## src/rtl/bpi_flash_seq_if.sv

```systemverilog
// Bundle of the command ports, the auto-load ports and the flash pad signals
// seen by the BPI flash sequencer.
interface bpi_flash_seq_if #(
  parameter int AW = 23,
  parameter int DW = 16,
  parameter int CW = 8
);
  // user command source
  logic [AW-1:0] ADDR;
  logic [DW-1:0] CMD_DATA_OUT;
  logic [1:0]    OP;
  logic [CW-1:0] RD_WORDS;
  logic          EXECUTE;
  // auto-load command source
  logic          AUTO_LOAD_ENA;
  logic [AW-1:0] AL_ADDR;
  logic [DW-1:0] AL_CMD_DATA_OUT;
  logic [1:0]    AL_OP;
  logic [CW-1:0] AL_RD_WORDS;
  logic          AL_EXECUTE;
  // pad side and results
  logic [DW-1:0] FLASH_D_IN;
  logic [DW-1:0] DATA_IN;
  logic          LOAD_DATA;
  logic          BUSY;
  logic [AW-1:0] FLASH_A;
  logic [DW-1:0] FLASH_D_OUT;
  logic          FLASH_D_OE;
  logic          FCS_B;
  logic          FOE_B;
  logic          FWE_B;
  logic          FLATCH_B;

  // command/pad side that drives the sequencer
  modport master (
    output ADDR, CMD_DATA_OUT, OP, RD_WORDS, EXECUTE,
    output AUTO_LOAD_ENA, AL_ADDR, AL_CMD_DATA_OUT, AL_OP, AL_RD_WORDS, AL_EXECUTE,
    output FLASH_D_IN,
    input  DATA_IN, LOAD_DATA, BUSY, FLASH_A, FLASH_D_OUT, FLASH_D_OE,
    input  FCS_B, FOE_B, FWE_B, FLATCH_B
  );

  // the sequencer itself
  modport slave (
    input  ADDR, CMD_DATA_OUT, OP, RD_WORDS, EXECUTE,
    input  AUTO_LOAD_ENA, AL_ADDR, AL_CMD_DATA_OUT, AL_OP, AL_RD_WORDS, AL_EXECUTE,
    input  FLASH_D_IN,
    output DATA_IN, LOAD_DATA, BUSY, FLASH_A, FLASH_D_OUT, FLASH_D_OE,
    output FCS_B, FOE_B, FWE_B, FLATCH_B
  );
endinterface

```

## src/rtl/bpi_flash_seq.sv

```systemverilog
// BPI parallel NOR flash bus sequencer: single-word writes and burst reads
// with parameterised phase timing, arbitrating between a user and an
// auto-load command source. Every output comes straight from a flop; the
// control flops are loaded from the decoded next state so they line up with
// the state the machine is entering.
module bpi_flash_seq #(
  parameter int AW      = 23,
  parameter int DW      = 16,
  parameter int CW      = 8,
  parameter int T_LATCH = 2,
  parameter int T_WE    = 3,
  parameter int T_OE    = 4,
  parameter int T_REC   = 2
) (
  input logic         CLK,
  input logic         RST,
  bpi_flash_seq_if.slave bus
);

  typedef enum logic [2:0] {
    S_IDLE,
    S_LATCH,
    S_WR_PULSE,
    S_WR_HOLD,
    S_RD_ACCESS,
    S_RECOVER
  } state_t;

  localparam int TMAX1 = (T_LATCH > T_WE) ? T_LATCH : T_WE;
  localparam int TMAX2 = (T_OE > T_REC) ? T_OE : T_REC;
  localparam int TMAX  = (TMAX1 > TMAX2) ? TMAX1 : TMAX2;
  localparam int PW    = (TMAX > 1) ? $clog2(TMAX) : 1;

  localparam logic [PW-1:0] LATCH_LAST = PW'(T_LATCH - 1);
  localparam logic [PW-1:0] WE_LAST    = PW'(T_WE - 1);
  localparam logic [PW-1:0] OE_LAST    = PW'(T_OE - 1);
  localparam logic [PW-1:0] REC_LAST   = PW'(T_REC - 1);

  state_t        state_q, state_d;
  logic [PW-1:0] phase_q, phase_d;
  logic [CW-1:0] words_q, words_d;
  logic [AW-1:0] addr_q, addr_d;
  logic [DW-1:0] wdata_q, wdata_d;
  logic          is_read_q, is_read_d;
  logic [DW-1:0] data_in_q, data_in_d;
  logic          load_q, load_d;
  logic          busy_q, busy_d;
  logic          d_oe_q, d_oe_d;
  logic          fcs_b_q, fcs_b_d;
  logic          foe_b_q, foe_b_d;
  logic          fwe_b_q, fwe_b_d;
  logic          flatch_b_q, flatch_b_d;

  logic          sel_exec;
  logic [1:0]    sel_op;
  logic [AW-1:0] sel_addr;
  logic [DW-1:0] sel_data;
  logic [CW-1:0] sel_words;

  // Pick the command source; the strobe of the other source is ignored.
  always_comb begin
    sel_exec  = bus.EXECUTE;
    sel_op    = bus.OP;
    sel_addr  = bus.ADDR;
    sel_data  = bus.CMD_DATA_OUT;
    sel_words = bus.RD_WORDS;
    if (bus.AUTO_LOAD_ENA) begin
      sel_exec  = bus.AL_EXECUTE;
      sel_op    = bus.AL_OP;
      sel_addr  = bus.AL_ADDR;
      sel_data  = bus.AL_CMD_DATA_OUT;
      sel_words = bus.AL_RD_WORDS;
    end
  end

  // Phase sequencing plus decode of the pad controls for the next state.
  always_comb begin
    state_d   = state_q;
    phase_d   = phase_q;
    words_d   = words_q;
    addr_d    = addr_q;
    wdata_d   = wdata_q;
    is_read_d = is_read_q;
    data_in_d = data_in_q;
    load_d    = 1'b0;

    case (state_q)
      S_IDLE: begin
        if (sel_exec && (sel_op == 2'b01 || sel_op == 2'b10)) begin
          state_d   = S_LATCH;
          phase_d   = '0;
          addr_d    = sel_addr;
          wdata_d   = sel_data;
          is_read_d = (sel_op == 2'b10);
          words_d   = (sel_words == '0) ? CW'(1) : sel_words;
        end
      end
      S_LATCH: begin
        if (phase_q == LATCH_LAST) begin
          phase_d = '0;
          state_d = is_read_q ? S_RD_ACCESS : S_WR_PULSE;
        end else begin
          phase_d = phase_q + PW'(1);
        end
      end
      S_WR_PULSE: begin
        if (phase_q == WE_LAST) begin
          phase_d = '0;
          state_d = S_WR_HOLD;
        end else begin
          phase_d = phase_q + PW'(1);
        end
      end
      S_WR_HOLD: begin
        phase_d = '0;
        state_d = S_RECOVER;
      end
      S_RD_ACCESS: begin
        if (phase_q == OE_LAST) begin
          phase_d   = '0;
          data_in_d = bus.FLASH_D_IN;
          load_d    = 1'b1;
          words_d   = words_q - CW'(1);
          if (words_q > CW'(1)) begin
            addr_d  = addr_q + AW'(1);
            state_d = S_LATCH;
          end else begin
            state_d = S_RECOVER;
          end
        end else begin
          phase_d = phase_q + PW'(1);
        end
      end
      S_RECOVER: begin
        if (phase_q == REC_LAST) begin
          phase_d = '0;
          state_d = S_IDLE;
        end else begin
          phase_d = phase_q + PW'(1);
        end
      end
      default: begin
        state_d = S_IDLE;
        phase_d = '0;
      end
    endcase

    busy_d     = (state_d != S_IDLE);
    fcs_b_d    = !(state_d == S_LATCH || state_d == S_WR_PULSE ||
                   state_d == S_WR_HOLD || state_d == S_RD_ACCESS);
    flatch_b_d = (state_d != S_LATCH);
    fwe_b_d    = (state_d != S_WR_PULSE);
    foe_b_d    = (state_d != S_RD_ACCESS);
    d_oe_d     = (state_d == S_LATCH && !is_read_d) ||
                 state_d == S_WR_PULSE || state_d == S_WR_HOLD;
  end

  // State and output registers; reset abandons any operation immediately.
  always_ff @(posedge CLK) begin
    if (RST) begin
      state_q    <= S_IDLE;
      phase_q    <= '0;
      words_q    <= '0;
      addr_q     <= '0;
      wdata_q    <= '0;
      is_read_q  <= 1'b0;
      data_in_q  <= '0;
      load_q     <= 1'b0;
      busy_q     <= 1'b0;
      d_oe_q     <= 1'b0;
      fcs_b_q    <= 1'b1;
      foe_b_q    <= 1'b1;
      fwe_b_q    <= 1'b1;
      flatch_b_q <= 1'b1;
    end else begin
      state_q    <= state_d;
      phase_q    <= phase_d;
      words_q    <= words_d;
      addr_q     <= addr_d;
      wdata_q    <= wdata_d;
      is_read_q  <= is_read_d;
      data_in_q  <= data_in_d;
      load_q     <= load_d;
      busy_q     <= busy_d;
      d_oe_q     <= d_oe_d;
      fcs_b_q    <= fcs_b_d;
      foe_b_q    <= foe_b_d;
      fwe_b_q    <= fwe_b_d;
      flatch_b_q <= flatch_b_d;
    end
  end

  assign bus.DATA_IN     = data_in_q;
  assign bus.LOAD_DATA   = load_q;
  assign bus.BUSY        = busy_q;
  assign bus.FLASH_A     = addr_q;
  assign bus.FLASH_D_OUT = wdata_q;
  assign bus.FLASH_D_OE  = d_oe_q;
  assign bus.FCS_B       = fcs_b_q;
  assign bus.FOE_B       = foe_b_q;
  assign bus.FWE_B       = fwe_b_q;
  assign bus.FLATCH_B    = flatch_b_q;

endmodule

```

## src/flat_wrapper.sv

```systemverilog
// flat-port wrapper written by rule: the top's interface ports become plain ports
module bpi_flash_seq_flat 
#(
  parameter int AW      = 23,
  parameter int DW      = 16,
  parameter int CW      = 8,
  parameter int T_LATCH = 2,
  parameter int T_WE    = 3,
  parameter int T_OE    = 4,
  parameter int T_REC   = 2
)
  (CLK, RST, bus_ADDR, bus_CMD_DATA_OUT, bus_OP, bus_RD_WORDS, bus_EXECUTE, bus_AUTO_LOAD_ENA, bus_AL_ADDR, bus_AL_CMD_DATA_OUT, bus_AL_OP, bus_AL_RD_WORDS, bus_AL_EXECUTE, bus_FLASH_D_IN, bus_DATA_IN, bus_LOAD_DATA, bus_BUSY, bus_FLASH_A, bus_FLASH_D_OUT, bus_FLASH_D_OE, bus_FCS_B, bus_FOE_B, bus_FWE_B, bus_FLATCH_B);
  bpi_flash_seq_if #(.AW(AW), .DW(DW), .CW(CW)) bus_i ();
  input logic CLK;
  input logic RST;
  input wire logic [$bits(bus_i.ADDR)-1:0] bus_ADDR;
  input wire logic [$bits(bus_i.CMD_DATA_OUT)-1:0] bus_CMD_DATA_OUT;
  input wire logic [$bits(bus_i.OP)-1:0] bus_OP;
  input wire logic [$bits(bus_i.RD_WORDS)-1:0] bus_RD_WORDS;
  input wire logic [$bits(bus_i.EXECUTE)-1:0] bus_EXECUTE;
  input wire logic [$bits(bus_i.AUTO_LOAD_ENA)-1:0] bus_AUTO_LOAD_ENA;
  input wire logic [$bits(bus_i.AL_ADDR)-1:0] bus_AL_ADDR;
  input wire logic [$bits(bus_i.AL_CMD_DATA_OUT)-1:0] bus_AL_CMD_DATA_OUT;
  input wire logic [$bits(bus_i.AL_OP)-1:0] bus_AL_OP;
  input wire logic [$bits(bus_i.AL_RD_WORDS)-1:0] bus_AL_RD_WORDS;
  input wire logic [$bits(bus_i.AL_EXECUTE)-1:0] bus_AL_EXECUTE;
  input wire logic [$bits(bus_i.FLASH_D_IN)-1:0] bus_FLASH_D_IN;
  output wire logic [$bits(bus_i.DATA_IN)-1:0] bus_DATA_IN;
  output wire logic [$bits(bus_i.LOAD_DATA)-1:0] bus_LOAD_DATA;
  output wire logic [$bits(bus_i.BUSY)-1:0] bus_BUSY;
  output wire logic [$bits(bus_i.FLASH_A)-1:0] bus_FLASH_A;
  output wire logic [$bits(bus_i.FLASH_D_OUT)-1:0] bus_FLASH_D_OUT;
  output wire logic [$bits(bus_i.FLASH_D_OE)-1:0] bus_FLASH_D_OE;
  output wire logic [$bits(bus_i.FCS_B)-1:0] bus_FCS_B;
  output wire logic [$bits(bus_i.FOE_B)-1:0] bus_FOE_B;
  output wire logic [$bits(bus_i.FWE_B)-1:0] bus_FWE_B;
  output wire logic [$bits(bus_i.FLATCH_B)-1:0] bus_FLATCH_B;
  assign bus_i.ADDR = bus_ADDR;
  assign bus_i.CMD_DATA_OUT = bus_CMD_DATA_OUT;
  assign bus_i.OP = bus_OP;
  assign bus_i.RD_WORDS = bus_RD_WORDS;
  assign bus_i.EXECUTE = bus_EXECUTE;
  assign bus_i.AUTO_LOAD_ENA = bus_AUTO_LOAD_ENA;
  assign bus_i.AL_ADDR = bus_AL_ADDR;
  assign bus_i.AL_CMD_DATA_OUT = bus_AL_CMD_DATA_OUT;
  assign bus_i.AL_OP = bus_AL_OP;
  assign bus_i.AL_RD_WORDS = bus_AL_RD_WORDS;
  assign bus_i.AL_EXECUTE = bus_AL_EXECUTE;
  assign bus_i.FLASH_D_IN = bus_FLASH_D_IN;
  assign bus_DATA_IN = bus_i.DATA_IN;
  assign bus_LOAD_DATA = bus_i.LOAD_DATA;
  assign bus_BUSY = bus_i.BUSY;
  assign bus_FLASH_A = bus_i.FLASH_A;
  assign bus_FLASH_D_OUT = bus_i.FLASH_D_OUT;
  assign bus_FLASH_D_OE = bus_i.FLASH_D_OE;
  assign bus_FCS_B = bus_i.FCS_B;
  assign bus_FOE_B = bus_i.FOE_B;
  assign bus_FWE_B = bus_i.FWE_B;
  assign bus_FLATCH_B = bus_i.FLATCH_B;
  bpi_flash_seq #(.AW(AW), .DW(DW), .CW(CW), .T_LATCH(T_LATCH), .T_WE(T_WE), .T_OE(T_OE), .T_REC(T_REC)) u_core (.CLK(CLK), .RST(RST), .bus(bus_i));
endmodule
```

## config.mk

```make
export PLATFORM = sky130hd
export DESIGN_NAME = bpi_flash_seq_flat
export DESIGN_NICKNAME = d
export VERILOG_FILES = /design/src/rtl/bpi_flash_seq_if.sv /design/src/rtl/bpi_flash_seq.sv /design/src/flat_wrapper.sv
export SDC_FILE = /design/constraint.sdc
export NUM_CORES = 1
export LEC_CHECK = 0
export ABC_AREA = 1
export CORE_MARGIN = 2
export CORE_UTILIZATION = 40
export CTS_BUF_LIST = sky130_fd_sc_hd__clkbuf_16
export DETAILED_ROUTE_END_ITERATION = 12
export HOLD_SLACK_MARGIN = 0.15
export PLACE_DENSITY_LB_ADDON = 0.2
export SYNTH_ARGS = -nofsm -noshare
export SYNTH_HDL_FRONTEND = slang
export SYNTH_SLANG_ARGS = --single-unit
```

## constraint.sdc

```tcl
create_clock -name CLK -period 2.4 [get_ports CLK]
set_input_delay 0.48 -clock CLK [delete_from_list [all_inputs] [get_ports CLK]]
set_output_delay 0.48 -clock CLK [all_outputs]
set_load 0.03 [all_outputs]
```

# After elaboration in Yosys (flattened, before gate mapping)
# Index checks and enable logic that the tools add are counted.
[totals]
reg_bits = 76
input_bits = 119
output_inout_bits = 62
word_cells = 88
[op_classes]
addsub = 3
magnitude_cmp = 1
eq_ne = 20
mux = 29
n_bitwise = 1
n_reduce_logical = 20
[op_table]
columns = ["operator", "count"]
rows = [
  ["$mux W23", 4],
  ["$pmux W23 S2", 1],
  ["$mux W8", 4],
  ["$add A23 B1 Y23 const B", 1],
  ["$mux W3", 7],
  ["$pmux W3 S6", 1],
  ["$mux W16", 1],
  ["$pmux W8 S2", 1],
  ["$eq A3 B2 Y1 const B", 4],
  ["$mux W2", 5],
  ["$eq A3 B3 Y1 const B", 3],
  ["$gt A8 B1 Y1 const B", 1],
  ["$logic_not A8 Y1", 1],
  ["$pmux W2 S4", 1],
  ["$sub A8 B1 Y8 const B", 1],
  ["$eq A2 B2 Y1 const B", 3],
  ["$eq A3 B1 Y1 const B", 2],
  ["$logic_or A1 B1 Y1", 6],
  ["$ne A2 B1 Y1 const B", 3],
  ["$eq A2 B1 Y1 const B", 2],
  ["$mux W1", 4],
  ["$reduce_and A2 Y1", 2],
  ["$reduce_and A4 Y1", 1],
  ["$reduce_or A2 Y1", 2],
  ["other kinds (11)", 13],
]

# Longest topological paths before layout
# Gate-level depths: netlist of the first run.
[depth]
word_depth = 11
depth_mapped = 15
ltp_nobuf = 12

# Least setup slack after synthesis of the first run
# Ideal clock, no wire load.
[synth_path]
path_kind = "in2reg"
start = "input port bus_AUTO_LOAD_ENA"
end = "register u_core.addr_q[1], in the netlist u_core.bus.FLASH_A[1]"
setup_time_ns = 0.116
arrival_ns = 2.377
required_time_ns = 2.284
setup_slack_ns = -0.093
stages = 12
n_path_buf = 4
path_cell_list = "clkbuf_1 buf_2 buf_2 mux2i_1 ha_1 nor2_2 nand2_2 a21oi_4 nand2_4 buf_6 o21ai_0 nor2_1"
[synth_between]
elab_chain_len = 6
elab_cells_between_ends = 11
cone_classes = "3 x eq/ne; 5 x mux; 3 x reduce/logical"
[synth_rtl]
columns = ["item", "line_no", "text"]
rows = [
  ["start, declared", "flat_wrapper.sv:21", "input wire logic [$bits(bus_i.AUTO_LOAD_ENA)-1:0] bus_AUTO_LOAD_ENA;"],
  ["$mux W2", "bpi_flash_seq.sv:67", "if (bus.AUTO_LOAD_ENA) begin"],
  ["$eq A2 B1 Y1 or $eq A2 B2 Y1 (tied branches)", "bpi_flash_seq.sv:89", "if (sel_exec && (sel_op == 2'b01 || sel_op == 2'b10)) begin"],
  ["$logic_or A1 B1 Y1", "bpi_flash_seq.sv:89", ""],
  ["$logic_and A1 B1 Y1", "bpi_flash_seq.sv:89", ""],
  ["$ne A2 B1 Y1 (no line)", "--", ""],
  ["$reduce_and A4 Y1 (no line)", "--", ""],
  ["end signal, assigned", "bpi_flash_seq.sv:179", "addr_q <= addr_d;"],
  ["end, declared", "bpi_flash_seq.sv:42", "logic [AW-1:0] addr_q, addr_d;"],
]
# Parallel ways exist; a longest one is shown, timed or not. The select of a mux whose other input is x is not followed.
# A chain may end at the register's enable or synchronous reset.

# Worst setup path in the final report of the first run
[layout_path]
start = "input port bus_AL_OP[0]"
end = "register u_core.addr_q[1], in the netlist u_core.bus.FLASH_A[1]"
[layout_between]
elab_chain_len = 6
elab_cells_between_ends = 7
cone_classes = "3 x eq/ne; 1 x mux; 3 x reduce/logical"
[layout_rtl]
columns = ["item", "line_no", "text"]
rows = [
  ["start, declared", "flat_wrapper.sv:24", "input wire logic [$bits(bus_i.AL_OP)-1:0] bus_AL_OP;"],
  ["$mux W2 *", "bpi_flash_seq.sv:67", ""],
  ["$eq A2 B1 Y1 or $eq A2 B2 Y1 (tied branches)", "bpi_flash_seq.sv:89", ""],
  ["$logic_or A1 B1 Y1 *", "bpi_flash_seq.sv:89", ""],
  ["$logic_and A1 B1 Y1 *", "bpi_flash_seq.sv:89", ""],
  ["$ne A2 B1 Y1 (no line) *", "--", ""],
  ["$reduce_and A4 Y1 (no line) *", "--", ""],
]
# Mark *: on every way between the ends. The rest lies on a longest branch, timed or not.

==> run metrics, run 1 <==
Max FO, Critical Path=5; synthesized instance count=739; mean area per synthesized cell=6.30 um2; die width=112 um; I/O pin cnt=181; FF+latch count, synth=76; RSZ-0062 raised after global routing=false; fin crit period=2.02 ns; DRT Pass-1 Iters=5; max-cap violation count=0; PnR worst setup slack=0.379 ns; final setup fails=0; CTS Buf Count=9; GRT Max-Usage Layer=met2; cell family with most CP delay=buffers and inverters; Layout area overhead=48.0%; met2 Use GR=37.6%; clk sink count=76; fmax=0.495 GHz; final wirelength=13600 um; total negative slack=0 ns; DRC=0; yosys synthesis warning count=0; gr ovfl total=0; Final Hold Fails=0; Crit Path Category=in -> reg; CP bufs+invs=2; Post-synth top flop=dfxtp_1; FFs w/ async S/R, synth=0%; PwrDens=590 mW/mm2; slowest CP cell=clkdlybuf4s50_1; max-slew violations=0; clock transition at the registers of the reported paths=0.06 ns; critical path endpoint category=flop; DR vias/cell=4.93; critical path required time=roughly 2.6 ns; initial DRC count=between 300 and 400; data arrival time of the critical path=between 2 and 2.5 ns; largest net degree at the start of global routing=54; Netlist cell types=38; Min-Delay Path Class=reg -> reg; Synthesized Nets=868; fin nets=1042; P_int=around 2.8 mW; crit share post-route=84.2%; Leak=slightly below 3 nW; cell breakdown of the critical path=clkdlybuf4s50_1 > mux2i_1 > ha_1 > nor2_2 > nand2_2 > a21oi_4 > nand2_4 > buf_4 > o21ai_0 > nor2_1; die area=around 0.013 mm2; sequential element share of the synthesized area=32.7%; number of antenna violations at the first check in global routing=0; FF/Latch Area=approximately 0.0015 mm2; Worst R2R Setup Slack=between 0.5 and 0.6 ns; vias in the first global route=4919; worst rel slew slack=66.7%; fillers=1082; CTS tree=yes; Post-synth EDFFs=0; Root Driver=clkbuf_16; switching share of power=32.4%; post-CTS setup buffer count=0; Synth Cell Area=0.00466 mm2; status=complete, no violations; via count=around 5200; Antenna Diode Count=0; FP Rows=39; post_cts resized=0; placed cell areas=0.00660 mm2; Comb power frac=30.3%; post-layout instance area=0.00689 mm2; HPWL Detailed=10000 um; Core Util, Final=60.6%; initial core utilization=between 40% and 50%; die height=112 um; hold buffer count at cts=0; GRT met3 Usage=between 6 and 7%; Clock Power Share=32.9%; overall routing resource usage=22.4%; layout cells sized above 1=8.07%; actual slew at the worst max-slew pin=~0.5 ns; DP Worst Slack=~0.030 ns; Seq pwr share=36.8%; worst skew pair latency=around 0.34 ns; DR WL/cell=approximately 13 um; H-Tree Depth=3; Critical Path Start Type=input port; crit-path max cell delay=0.45 ns; Setup Skew=0.00844 ns; core area=0.0114 mm2; met1 Use GR=28.8%; worst vdd ir=414 uV; area used by multi-input combinational logic=0.00271 mm2; global-route wire length before repair=23300 um; Clock Path Buffers=2; switching power=1.32 mW; I/O Buffers=180; Final ANT Viol Nets=0; gpl congestion=0.899
-- per-layer routing --
metal | vias up | part of all wire [%]
met3 | 10 | 6.8
met1 | 2349 | 45
met2 | 146 | 48
li1 | 2718 | -
met5 | - | 0
met4 | 0 | 0.77
-- worst paths after layout --
kind | start | to | cells past startpoint
worst min-delay path | u_core.words_q[5]$_SDFFE_PP0P_ | u_core.words_q[5]$_SDFFE_PP0P_ | 2
worst max-delay path | bus_AL_OP[0] | u_core.bus.FLASH_A[1]$_SDFFE_PP0P_ | 10
worst max register to register | u_core.phase_q[0]$_SDFFE_PP0P_ | u_core.words_q[6]$_SDFFE_PP0P_ | 9
worst min register to register | u_core.words_q[5]$_SDFFE_PP0P_ | u_core.words_q[5]$_SDFFE_PP0P_ | 2
-- cell type report --
type,instances,share of cell area (%)
multi-input cells,564,39.4
repair buffers,195,28.1
flip-flops and latches,76,22.1
inverters,67,3.69
clock buffers,9,3.27
well taps,143,2.60
clock inverters,6,0.926
-- Yosys cell counts (2+ instances only) --
master	count	area share, %
a21boi_0	3	0.48
a21oi_1	32	3.4
a31oi_1	17	2.3
and2_1	2	0.27
buf_1	2	0.16
buf_2	17	1.8
buf_4	3	0.48
buf_6	2	0.48
clkbuf_1	7	0.56
dfxtp_1	76	33
ha_1	10	2.7
inv_1	63	5.1
inv_2	3	0.24
nand2_1	225	18
nand2_2	11	1.5
nand2_4	3	0.73
nand3_1	27	2.9
nand4_1	7	0.94
nor2_1	104	8.4
nor2_4	3	0.73
o211ai_1	16	2.6
o21ai_0	68	7.3
o21ai_1	3	0.32
or2_2	16	2.1
xor2_1	6	1.1
-- cells by family (layout without fill, tap and decap cells) --
logic type | count (synthesis) | in the layout | share of synthesized area, %
and+or+nand+nor | 401 | 401 | 36.4
AOI/OAI and AO/OA | 145 | 145 | 17.7
DFF | 76 | 76 | 32.7
xor gates and xnor gates | 7 | 7 | 1.32
adders and majority gates | 10 | 10 | 2.69
buffers and inverters | 99 | 277 | 9.08
muxes | 1 | 1 | 0.215
-- stage by stage --
step / hold slack, ns / power [mW] / std cells
CTS: 0.464 / 4.11 / 1060
global placement: 0.455 / 2.74 / 1045
finish: 0.463 / 4.07 / 1060
floorplan: 0.439 / 2.22 / 739
detailed placement: 0.456 / 2.75 / 1045
global route: 0.482 / 4.29 / 1060
-- flip-flops by register name (all words and copies together) (netlist names), 2 cells and up --
register                count
u_core.bus.DATA_IN         16
u_core.bus.FLASH_D_OUT     16
u_core.state_q              3
u_core.bus.FLASH_A         23
u_core.words_q              8
u_core.phase_q              2
-- layout by cell type (no fill, tap or decap), drive strengths merged, types with 2 or more instances in the layout --
master and n:
buf 16, ha 10, nor2 109, a21boi 4, clkinvlp 2, a31oi 17
xor2 6, or2 16, and2 2, o21ai 72, clkbuf 9, nand4 7
nand3 27, nand2 239, a21oi 34, dfxtp 76, clkinv 2, inv 68
o211ai 16, clkdlybuf4s50 179
-- tightest hold or removal path, stage by stage, from the launching register on --
cell and delay, ns:
dfxtp_1 0.30, nand2_1 0.06, a21oi_1 0.05
-- power by group through the flow --
stage / Sequential [mW] / Clock (mW) / Combinational [mW]
finish: 1.50 / 1.34 / 1.23
global route: 1.52 / 1.42 / 1.36
CTS: 1.49 / 1.37 / 1.24
detailed placement: 1.52 / 0 / 1.23
global placement: 1.52 / 0 / 1.23
floorplan: 1.69 / 0 / 0.535
(Power assumes the default switching activity.)
==> run 2, diff against run 1 <==
Settings changed: CORE_UTILIZATION 40 to 45.
Clock period 2.4 ns to 2 ns, I/O delays scaled along.
==> run 2 against run 1 <==
  * Cell count up 0.57%
  * Clock skew decreased by 0.0015 ns
  * Worst hold slack lost 0.037 ns
  * Die area decreased by 11%
  * Via count is 4.4% higher
  * Sequential share of layout area shrank 0.69 points
==> run metrics, run 2 (synthesis results as in run 1) <==
fin nets=1054 (+1.2%); FP Rows=37 (-5.1%); slowest CP cell=clkdlybuf4s50_1; I/O Buffers=180 (unchanged); DP Worst Slack=-0.268 ns (-0.298 ns); DR vias/cell=5.11 (+3.8%); PnR worst setup slack=0.0486 ns (-0.330 ns); Max FO, Critical Path=7 (+2); crit share post-route=between 90 and 100%; HPWL Detailed=11000 um (+9.9%); Comb power frac=31.6% (+1.3 points); Core Util, Final=69.8% (+9.2 points); clk sink count=76 (unchanged); data arrival time of the critical path=2.22 ns (-0.03 ns); worst skew pair latency=0.34 ns (about the same); Min-Delay Path Class=in -> reg; CP most frequent cell=nand2_1; Critical Path Start Type=input port; clock transition at the registers of the reported paths=0.06 ns (about the same); hold_ws=0.426 ns (-0.0371 ns); Setup Skew=0.00694 ns (-0.00150 ns); DRC=0 (unchanged); met2 Use GR=46.3% (+8.7 points); switching share of power=33.3% (+0.91 points); DRT Pass-1 Iters=5 (unchanged); core area=0.0102 mm2 (-10%); overall routing resource usage=25.9% (+3.4 points); met1 Use GR=30.3% (+1.5 points); max-cap violation count=0 (unchanged); Seq pwr share=35.7% (-1.1 points); layout cells sized above 1=10.5% (+2.5 points); largest net degree at the start of global routing=45 (-17%); global-route wire length before repair=23600 um (+1.2%); commonest non-fill, non-tap cells in the layout=nand2_1 (220), clkdlybuf4s50_1 (175), nor2_1 (101); cell breakdown of the critical path=clkdlybuf4s50_1 > nand2_1 > nand2_1 > ha_4 > nor2_4 > nand2_2 > a21oi_4 > nand2_4 > clkbuf_16 > nand2_4 > nand2_1 > a21oi_1; switching power=1.68 mW (+28%); via count=5452 (+4.4%); CTS tree=yes; Final ANT Viol Nets=0 (unchanged); Layout area overhead=52.7%; Clock Power Share=32.7% (-0.2 points); total power=5.06 mW (+24%); PwrDens=712 mW/mm2 (+21%); GRT met3 Usage=6.12% (+0.026 points); worst vdd ir=419 uV (+1.4%); Antenna Diode Count=0 (unchanged); initial DRC count=241 (-28%); P_int=3.38 mW (+23%); most common cell after layout, fill and taps aside=nand2_1; vias in the first global route=5226 (+6.2%); gr ovfl total=0 (unchanged); gpl congestion=0.889 (-1.1%); H-Tree Depth=3 (unchanged); I/O pin cnt=181 (unchanged); Crit Path Category=in -> reg; Final Hold Fails=0 (unchanged); Root Driver=clkbuf_16; die width=106 um (-5.5%); GRT Max-Usage Layer=met2; final setup fails=0 (unchanged); Leak=3.05 nW (+5.0%); crit-path max cell delay=0.45 ns (about the same); die height=106 um (-5.5%); critical path required time=2.27 ns (-0.36 ns); critical path endpoint category=flop; number of antenna violations at the first check in global routing=0 (unchanged); worst rel slew slack=70.7% (+4.0 points); DR WL/cell=13.9 um (+8.2%); fmax=0.512 GHz; final wirelength=14800 um (+8.8%); max-slew violations=0 (unchanged); CTS Buf Count=9 (unchanged); Clock Path Buffers=2 (unchanged); initial core utilization=45.7% (+4.8 points); actual slew at the worst max-slew pin=0.440 ns (-0.0601 ns); status=complete, no violations; max reg flops=23 (unchanged); die area=0.0112 mm2 (-11%); fin crit period=1.95 ns
-- run 2: critical path: cells and delay by family --
kind	cells	cell delay (ns)
buffers and inverters	2	0.65
and+or+nand+nor	7	0.64
AOI/OAI and AO/OA	2	0.30
adders and majority gates	1	0.22
-- run 2: worst paths after layout --
check                           slack [ns]                           start                                endpoint  cells after the start
worst max register to register        0.17  u_core.phase_q[0]$_SDFFE_PP0P_          u_core.words_q[6]$_SDFFE_PP0P_                      9
worst min register to register        0.47  u_core.words_q[5]$_SDFFE_PP0P_          u_core.words_q[5]$_SDFFE_PP0P_                      2
worst min-delay path                  0.43               bus_AUTO_LOAD_ENA  u_core.bus.FLASH_D_OUT[2]$_SDFFE_PP0P_                      3
worst max-delay path                  0.05                    bus_AL_OP[1]     u_core.bus.FLASH_A[18]$_SDFFE_PP0P_                     12
-- run 2: power groups by stage --
stage	clock network, mW	registers, mW	logic (mW)
after floorplan	0	2.03	0.664
after global placement	0	1.83	1.48
after detailed placement	0	1.83	1.52
after CTS	1.68	1.80	1.53
after global routing	1.74	1.82	1.74
final	1.65	1.81	1.60
-- run 2: stage by stage --
step	TNS (ns)	instance area, um2	cells
2_1_floorplan	-3.13	4720	739
3_3_place_gp	-8.79	6680	1046
3_5_place_dp	-9.80	6680	1046
4_1_cts	0	6980	1062
5_1_grt	-0.0664	7110	1066
6_report	0	7110	1066
-- run 2: metal layers --
layer  share of wire (%)  up-vias
met3                 6.3       18
met5                   0        -
met2                  51      167
met4                 1.5        0
met1                  41     2528
li1                    -     2739
-- run 2: final cells by class --
cell class / instances / area (um2)
inverter: 67 / 262
fill: 871 / 3070
clock buffer: 9 / 225
clock inverter: 7 / 75.1
sequential: 76 / 1520
multi-input combinational: 565 / 2770
timing repair buffer: 206 / 2090
tap: 136 / 170
-- run 2: what timing repair did --
item,in CTS,in global routing
endpoints found under the setup margin,0,25
buffers inserted,0,1
resized for setup,0,22
hold buffers,0,0
==> run 3, diff against run 2 <==
Settings changed: CORE_UTILIZATION 45 to 40, SETUP_SLACK_MARGIN set to 0.15.
Clock period 2 ns to 1.7 ns, I/O delays scaled along.
==> run 3 against run 2 <==
  * Global-route usage shrank 1.2 points
  * Total power grew 29%
  * Cell area grew 11%
  * Critical path type unchanged
  * Cell count grew 3.5%
  * The flow now finishes with violations (setup timing)
  * Critical endpoint is now u_core.bus.FLASH_D_OUT[7]$_SDFFE_PP0P_
  * Largest cell class unchanged
  * Utilization shrank 0.20 points
==> run metrics, run 3 (synthesis results as in run 1) <==
H-Tree Depth=3 (unchanged); initial core utilization=41.0% (-4.8 points); total negative slack=-0.0126 ns (-0.0126 ns); DR vias/cell=5.11 (-0.11%); Crit Path Category=in -> reg; fillers=931 (+6.9%); DP Worst Slack=-0.516 ns (-0.248 ns); Final ANT Viol Nets=0 (unchanged); crit share post-route=101%; global-route wire length before repair=25400 um (+8.0%); post-layout instance area=0.00792 mm2 (+11%); Leak=3.48 nW (+14%); DRT Pass-1 Iters=5 (unchanged); final setup fails=2 (+2); data arrival time of the critical path=1.97 ns (-0.25 ns); number of antenna violations at the first check in global routing=0 (unchanged); metal3 WL=1180 um (+26%); failing checks=setup timing; FP Rows=39 (+5.4%); FF/Latch Area=0.00154 mm2 (+1.1%); core area=0.0114 mm2 (+12%); Clock Path Buffers=2 (unchanged); Setup Skew=0.00713 ns (+0.000186 ns); crit-path max cell delay=0.24 ns (-0.21 ns); area used by multi-input combinational logic=0.00318 mm2 (+15%); met2 WL=8120 um (+8.2%); Antenna Diode Count=0 (unchanged); fin crit period=1.71 ns; max-slew violations=0 (unchanged); overall routing resource usage=24.7% (-1.2 points); layout cells sized above 1=23.3% (+13 points); Max FO, Critical Path=8 (+1); max reg flops=23 (unchanged); clock transition at the registers of the reported paths=0.06 ns (about the same); top sig layer=met4; PwrDens=826 mW/mm2 (+16%); commonest non-fill, non-tap cells in the layout=nand2_1 (197), clkdlybuf4s50_1 (112), nor2_1 (88); I/O pin cnt=181 (unchanged); worst skew pair latency=0.34 ns (about the same); fin nets=1085 (+2.9%); RSZ-0062 raised after global routing=true; PnR worst setup slack=-0.0124 ns (-0.0610 ns); vias in the first global route=5497 (+5.2%); final wirelength=16000 um (+7.9%); actual slew at the worst max-slew pin=0.433 ns (-0.00633 ns); critical path endpoint category=flop; Min-Delay Path Class=in -> reg; slowest CP cell=mux2i_4; critical path required time=1.96 ns (-0.31 ns); worst vdd ir=584 uV (+39%); Critical Path Start Type=input port; placed cell areas=0.00676 mm2 (+1.1%); Layout area overhead=70.0%; cell breakdown of the critical path=buf_12 > mux2i_4 > ha_4 > nor2_4 > nand2_2 > buf_6 > nor2_4 > buf_6 > buf_12 > buf_16 > o21ai_1 > a31oi_1; worst rel slew slack=71.1% (+0.42 points); HPWL Detailed=10800 um (-2.3%); Root Driver=clkbuf_16; initial DRC count=324 (+34%); most common cell after layout, fill and taps aside=nand2_1; M1 WL=6320 um (+2.9%); DRC=0 (unchanged); DR WL/cell=14.5 um (+4.3%); die width=112 um (+5.8%); via count=5635 (+3.4%); gr ovfl total=0 (unchanged); max-cap violation count=0 (unchanged); largest net degree at the start of global routing=43 (-4.4%); die area=0.0125 mm2 (+12%); Final Hold Fails=0 (unchanged); die height=112 um (+5.8%); I/O Buffers=180 (unchanged); fmax=0.584 GHz; status=finished, violations left; CTS tree=yes; clk sink count=76 (unchanged); gpl congestion=0.920 (+3.4%); hold_ws=0.292 ns (-0.134 ns); CTS Buf Count=9 (unchanged)
## run 3: worst paths after layout
kind / endpoint / startpoint / cells after the start / slack, ns
worst min register to register: u_core.words_q[7]$_SDFFE_PP0P_ / u_core.words_q[7]$_SDFFE_PP0P_ / 2 / 0.46
worst max register to register: u_core.bus.FLASH_A[10]$_SDFFE_PP0P_ / u_core.words_q[0]$_SDFFE_PP0P_ / 13 / 0.10
worst min-delay path: u_core.bus.FLASH_D_OUT[13]$_SDFFE_PP0P_ / bus_AUTO_LOAD_ENA / 3 / 0.29
worst max-delay path: u_core.bus.FLASH_D_OUT[7]$_SDFFE_PP0P_ / bus_AUTO_LOAD_ENA / 12 / -0.01
## run 3: through the flow
step           power [mW]  utilization (%)  instances
6_report             6.54             69.6       1103
5_1_grt              6.86             69.6       1103
4_1_cts              6.34             66.7       1097
3_5_place_dp         3.97             59.4       1059
3_3_place_gp         3.93             59.4       1059
2_1_floorplan        3.17                -        739
## run 3: what timing repair did
item                                    4_1_cts  5_1_grt
endpoints found under the setup margin      116       80
hold buffers                                  0        0
pin swaps                                    20       22
setup buffers                                15        6
resized for setup                           162      103
cloned                                        8        0
## run 3: layout make-up
cell class	count	area share (%)
Clock buffer	9	2.84
Sequential cell	76	19.4
Inverter	67	3.52
Timing Repair Buffer	237	30.7
Clock inverter	6	1.14
Multi-Input combinational cell	565	40.1
Tap cell	143	2.26
## run 3: metal layers
metal / track usage, % / up-vias
met2: 44.6 / 197
li1: - / 2809
met3: 6.59 / 32
met5: 0 / -
met4: 8.81 / 0
met1: 27.8 / 2597
## run 3: where the power goes
part	total (mW)	internal (mW)	switching (mW)	leakage, nW
logic	2.37	1.12	1.25	2.72
registers	2.13	1.96	0.170	0.627
clock network	2.04	1.28	0.764	0.140
## run 3: worst max-delay path: cells and delay by family
kind            cells  cell delay (ns)
mux                 1             0.24
buf+inv             5             0.58
simple gates        3             0.32
compound gates      2             0.24
fa+ha+maj           1             0.23
